`src/rtl/wb_clint_pkg.sv`:
```
// Shared CLINT definitions: register offsets, register selector and the
// write-back forwarding record used by wb_clint.
package wb_clint_pkg;

   localparam logic [15:0] CLINT_MSIP_OFF     = 16'h0000;
   localparam logic [15:0] CLINT_MTIMECMP_OFF = 16'h4000;
   localparam logic [15:0] CLINT_MTIME_OFF    = 16'hBFF8;

   typedef enum logic [1:0] {
      CLINT_NONE,
      CLINT_MSIP,
      CLINT_MTIMECMP,
      CLINT_MTIME
   } clint_reg_t;

   typedef struct packed {
      logic       valid;
      clint_reg_t which;
      logic [63:0] value;
   } clint_fwd_t;

   // Doubleword decode: the byte-within-doubleword bits do not take part.
   function automatic clint_reg_t clint_decode(input logic [15:0] off);
      clint_reg_t r;
      r = CLINT_NONE;
      if (off[15:3] == CLINT_MSIP_OFF[15:3])          r = CLINT_MSIP;
      else if (off[15:3] == CLINT_MTIMECMP_OFF[15:3]) r = CLINT_MTIMECMP;
      else if (off[15:3] == CLINT_MTIME_OFF[15:3])    r = CLINT_MTIME;
      return r;
   endfunction

endpackage

```
`src/rtl/wb_byte_merge.sv`:
```
// Combinational Wishbone byte-lane merge: selected lanes take write data,
// the remaining lanes keep the current register value.
module wb_byte_merge #(
   parameter int NB = 8
) (
   input  logic [NB*8-1:0] i_cur,
   input  logic [NB*8-1:0] i_wdat,
   input  logic [NB-1:0]   i_sel,
   output logic [NB*8-1:0] o_merged
);

   always_comb begin
      o_merged = i_cur;
      for (int b = 0; b < NB; b++) begin
         if (i_sel[b]) o_merged[b*8 +: 8] = i_wdat[b*8 +: 8];
      end
   end

endmodule

```
`src/rtl/wb_clint.sv`:
```
// Pipelined Wishbone B4 CLINT responder: msip, mtimecmp and mtime at the
// standard offsets, with write-back to the core-resident timer registers.
module wb_clint
   import wb_clint_pkg::*;
#(
   parameter logic [63:0] BASE_ADDR       = 64'h0000_0000_0200_0000,
   parameter logic        HART_MSIP_RESET = 1'b0
) (
   input  logic        i_clk,
   input  logic        i_reset,
   input  logic        i_wb_cyc,
   input  logic        i_wb_stb,
   input  logic        i_wb_we,
   input  logic [63:0] i_wb_adr,
   input  logic [63:0] i_wb_dat,
   input  logic [7:0]  i_wb_sel,
   output logic [63:0] o_wb_dat,
   output logic        o_wb_ack,
   output logic        o_wb_stall,
   input  logic [63:0] i_mtime,
   input  logic [63:0] i_mtimecmp,
   output logic [63:0] o_mtime,
   output logic [63:0] o_mtimecmp,
   output logic        o_mtime_we,
   output logic        o_mtimecmp_we,
   output logic        o_msip,
   output logic        o_mtip
);

   // Handshake: a beat is accepted whenever cyc & stb (stall is never raised);
   // its ack follows exactly one cycle later unless cyc has been dropped.
   logic        accept;
   logic        hit;
   clint_reg_t  reg_sel;
   logic        wr_any, wr_mtime, wr_cmp, wr_msip;
   logic [63:0] cur_mtime, cur_cmp, cur_sel, merged, rdata;

   logic        ack_q;
   logic [63:0] dat_q;
   logic [63:0] mtime_q, mtime_d;
   logic [63:0] cmp_q, cmp_d;
   logic        mtime_we_q, cmp_we_q;
   logic        msip_q, msip_d;
   logic        mtip_q;
   clint_fwd_t  fwd_q, fwd_d;

   assign accept  = i_wb_cyc & i_wb_stb;
   assign hit     = (i_wb_adr[63:16] == BASE_ADDR[63:16]);
   assign reg_sel = hit ? clint_decode(i_wb_adr[15:0]) : CLINT_NONE;

   // The core sees a write-back one cycle late, so the value just written wins.
   assign cur_mtime = (fwd_q.valid && fwd_q.which == CLINT_MTIME)    ? fwd_q.value : i_mtime;
   assign cur_cmp   = (fwd_q.valid && fwd_q.which == CLINT_MTIMECMP) ? fwd_q.value : i_mtimecmp;
   assign cur_sel   = (reg_sel == CLINT_MTIME) ? cur_mtime : cur_cmp;

   wb_byte_merge #(.NB(8)) u_merge (
      .i_cur    (cur_sel),
      .i_wdat   (i_wb_dat),
      .i_sel    (i_wb_sel),
      .o_merged (merged)
   );

   assign wr_any   = accept & i_wb_we & (i_wb_sel != 8'h00);
   assign wr_mtime = wr_any & (reg_sel == CLINT_MTIME);
   assign wr_cmp   = wr_any & (reg_sel == CLINT_MTIMECMP);
   assign wr_msip  = accept & i_wb_we & i_wb_sel[0] & (reg_sel == CLINT_MSIP);

   always_comb begin
      rdata   = '0;
      mtime_d = mtime_q;
      cmp_d   = cmp_q;
      msip_d  = msip_q;
      fwd_d   = '0;
      case (reg_sel)
         CLINT_MSIP:     rdata = {63'b0, msip_q};
         CLINT_MTIMECMP: rdata = cur_cmp;
         CLINT_MTIME:    rdata = cur_mtime;
         default:        rdata = '0;
      endcase
      if (wr_mtime) begin
         mtime_d = merged;
         fwd_d   = '{valid: 1'b1, which: CLINT_MTIME, value: merged};
      end
      if (wr_cmp) begin
         cmp_d = merged;
         fwd_d = '{valid: 1'b1, which: CLINT_MTIMECMP, value: merged};
      end
      if (wr_msip) msip_d = i_wb_dat[0];
   end

   always_ff @(posedge i_clk or negedge i_reset) begin
      if (!i_reset) begin
         ack_q      <= 1'b0;
         dat_q      <= '0;
         mtime_q    <= '0;
         cmp_q      <= '0;
         mtime_we_q <= 1'b0;
         cmp_we_q   <= 1'b0;
         msip_q     <= HART_MSIP_RESET;
         mtip_q     <= 1'b0;
         fwd_q      <= '0;
      end else begin
         ack_q      <= accept;
         dat_q      <= accept ? rdata : '0;
         mtime_q    <= mtime_d;
         cmp_q      <= cmp_d;
         mtime_we_q <= wr_mtime;
         cmp_we_q   <= wr_cmp;
         msip_q     <= msip_d;
         mtip_q     <= (i_mtime >= i_mtimecmp);
         fwd_q      <= fwd_d;
      end
   end

   assign o_wb_ack      = ack_q & i_wb_cyc;
   assign o_wb_dat      = dat_q;
   assign o_wb_stall    = 1'b0;
   assign o_mtime       = mtime_q;
   assign o_mtimecmp    = cmp_q;
   assign o_mtime_we    = mtime_we_q;
   assign o_mtimecmp_we = cmp_we_q;
   assign o_msip        = msip_q;
   assign o_mtip        = mtip_q;

endmodule

```
`config.mk`:
```
export PLATFORM = sky130hd
export DESIGN_NAME = wb_clint
export DESIGN_NICKNAME = d
export VERILOG_FILES = /design/src/rtl/wb_clint_pkg.sv /design/src/rtl/wb_byte_merge.sv /design/src/rtl/wb_clint.sv
export SDC_FILE = /design/constraint.sdc
export NUM_CORES = 1
export LEC_CHECK = 0
export BUFFER_PORTS_ARGS = -buffer_cell sky130_fd_sc_hd__buf_2
export CAP_MARGIN = 25
export CORE_MARGIN = 8
export CORE_UTILIZATION = 52
export CTS_CLUSTER_DIAMETER = 40
export DETAILED_ROUTE_END_ITERATION = 10
export PLACE_DENSITY = 0.81
export SETUP_SLACK_MARGIN = 0.15
export SYNTH_ARGS = -nofsm -noshare
export SYNTH_HDL_FRONTEND = slang
export SYNTH_HIERARCHICAL = 1
export SYNTH_SLANG_ARGS = --single-unit
export TNS_END_PERCENT = 1
```
`constraint.sdc`:
```
create_clock -name i_clk -period 2.4 [get_ports i_clk]
set_input_delay 0.12 -clock i_clk [delete_from_list [all_inputs] [get_ports i_clk]]
set_output_delay 0.12 -clock i_clk [all_outputs]
set_load 0.02 [all_outputs]
```
==> metrics.txt <==
status=completed; Cells after DPL=2265; clk root buf=clkbuf_16; Synth async-reset ratio=100%; Max Transition Viols Final=0; sequential power share=37.5%; final clock skew=0.0165 ns; Net Sw Power=2.87 mW; Initial Util=52.4%; Switching Fraction=24.2%; number of cells on the worst hold path=3; Worst-Skew Late Latency=0.52 ns; Finished Cell Area=20500 µm²; GRT Resource Usage Total=32.0%; Max Cap Viol=0; Num CTS Buffers=40; TritonCTS Sinks=263; Routability Congestion=1.03; CP Capture Type=flip-flop; Final Hold Viols=0; Clock Path Buffers=3; Die Width=185 µm; DRC errors left=0; number of synthesized flops with an enable pin=0; Max H-tree Level=2; commonest non-fill, non-tap cells in the layout=452 x buf_2, 273 x nor2_1, 263 x dfrtp_1, 116 x a21oi_1, 102 x mux2_2; vias in the first global route=15300; peak supply drop=0.000447 V; DR iter-0 viols=1446; # nets final=2320; most common cell after layout, fill and taps aside=buf_2; Internal=8.99 mW; max_slew headroom=49.6%; FF+latch count, synth=263; Synth Cell Area=14900 µm²; Post-Route WL=58400 µm; syn nets=1773; CTS tree=done; die area=34300 µm²; first-pass GRT wire length=85900 µm; Synth cell types=46; First-pass DRT Iterations=5; total grt overflow=0; DR vias/cell=6.03; Core Box Area=28400 µm²; Critical Path RT=2.79 ns; Worst R2R Path Depth=7; clk slew on worst S/H paths=0.05 ns; Vias=14500; Final Power=11.9 mW; Fillers=1894; # rows=62; min cycle time layout=2.35 ns; initial antenna violation count=8; Port Buffers=462; Power Density=577 nW/µm²; Static Leak=11.0 nW; I/O pins=467; unrepaired setup endpoints after global routing=true; HP Class=in2reg; critical path class=in2reg; Tcrit/Tclk final=97.9%; crit-path max FO=38; Ys Warns=6; number of antenna-violating nets in the routed design=0; dpl cell area=18000 µm²; post-synthesis sequential area ratio=44.3%; Synth Area per Inst=10.3 µm²; final setup vio count=0; chip height=185 µm; clock power share=51.4%; critical path launch point type=input pin; Gate power share=11.2%; non-filler instance count after layout=2409; share of cells above drive strength 1=41.3%; worst path arrival time=2.74 ns; max frequency=425 MHz; wire per inst=24.2 µm; worst-margin pin slew=0.756 ns; Synth Instances=1440; largest net degree at the start of global routing=83; Min Hold Slack=0.0250 ns; Placement Setup Slack=-0.450 ns; area grow syn2layout=38.2%; Top FF cell, synth=dfrtp_1; Final WS setup=0.0495 ns; DP HPWL=39000 µm
cell families after synthesis:
kind of cell             after synthesis  share of synthesized area (%)
adder cells (fa/ha/maj)               64                           5.39
flip-flops                           263                           44.3
AO/OA/AOI/OAI                        252                           10.9
buffers and inverters                158                           4.61
AND/OR/NAND/NOR                      428                           13.1
multiplexers                         274                           21.7
other                                  1                         0.0252
final timing paths:
check,end,slack [ns],startpoint
setup / recovery,o_mtime[30],0.05,i_wb_adr[32]
hold / removal,fwd_q[2],0.03,i_wb_dat[2]
setup reg to reg,o_mtimecmp[44],0.38,fwd_q[66]
hold reg to reg,o_mtime[15],0.50,o_mtime[15]
max in group asynchronous,o_wb_dat[32],1.39,i_reset
min in group asynchronous,fwd_q[21],0.22,i_reset
stage by stage:
stage / TNS, ns / util [%]
floorplan: -0.410 / -
global placement: -59.96 / 63.6
detailed placement: -66.45 / 63.6
CTS: 0 / 70.8
global route: 0 / 72.4
finish: 0 / 72.4
registers in the layout (all words and copies together), names as in the netlist:
name           cells
ack_q              1
fwd_q             66
o_msip             1
o_mtime           64
o_mtime_we         1
o_mtimecmp        64
o_mtimecmp_we      1
o_mtip             1
o_wb_dat          64
cell type report:
type / instances / area, µm² / area share (%)
clock buffers: 53 / 1140 / 5.55
diodes: 9 / 22.5 / 0.110
flip-flops and latches: 263 / 6580 / 32.0
repair buffers: 597 / 3760 / 18.3
multi-input cells: 1019 / 8060 / 39.2
well taps: 384 / 480 / 2.34
clock inverters: 18 / 258 / 1.25
inverters: 66 / 248 / 1.21
worst max-delay path, stage by stage:
cell and delay (ns):
buf_2 0.11, nor4_2 0.27, nand4_1 0.29, nor4_4 0.43, buf_4 0.20, mux2i_4 0.31
buf_12 0.26, a21oi_2 0.11, mux2_4 0.30, mux2_4 0.28
metal layers:
metal  vias up  track usage (%)  wire, µm
met3       259             7.14      5300
met2       992             55.2     28700
met5         -                0         0
met1      7105             36.0     20700
met4         0             19.0      3680
li1       6174                -         -
Yosys cell counts (2+ instances only):
library cell,number,area share (%)
nand2_1,19,0.48
o21ai_0,10,0.34
a211oi_1,2,0.10
dfrtp_1,263,44
nand2b_1,2,0.084
o32a_1,25,1.7
a31oi_1,2,0.084
mux2i_1,80,5.4
ha_1,64,5.4
buf_6,8,0.61
mux2_1,8,0.61
mux2_4,64,6.5
nand3_1,10,0.34
nor2_1,273,6.9
nor4b_1,2,0.12
o22ai_1,24,1.0
clkbuf_1,59,1.5
mux2_2,122,9.2
and2_1,67,2.8
nand4_1,19,0.80
a21o_1,10,0.50
buf_2,23,0.77
a21oi_1,131,4.4
o21a_1,2,0.10
inv_1,66,1.7
nor4_1,25,1.1
nor3_1,3,0.10
o22a_1,39,2.3
power groups by stage:
stage	combinational, mW	sequential (mW)	clock, mW
floorplan	0.559	4.52	0
CTS	1.24	4.44	6.13
detailed placement	1.14	4.52	0
finish	1.33	4.44	6.09
global route	1.43	4.44	6.33
global placement	1.10	4.52	0
timing repair:
action / 4_1_cts / 5_1_grt
pin swaps: 2 / 12
hold endpoints to repair: 231 / 0
setup buffers: 0 / 0
endpoints found under the setup margin: 133 / 189
gates resized for setup: 4 / 79
hold buffers: 64 / 0
Power figures use the tool's default switching activity.
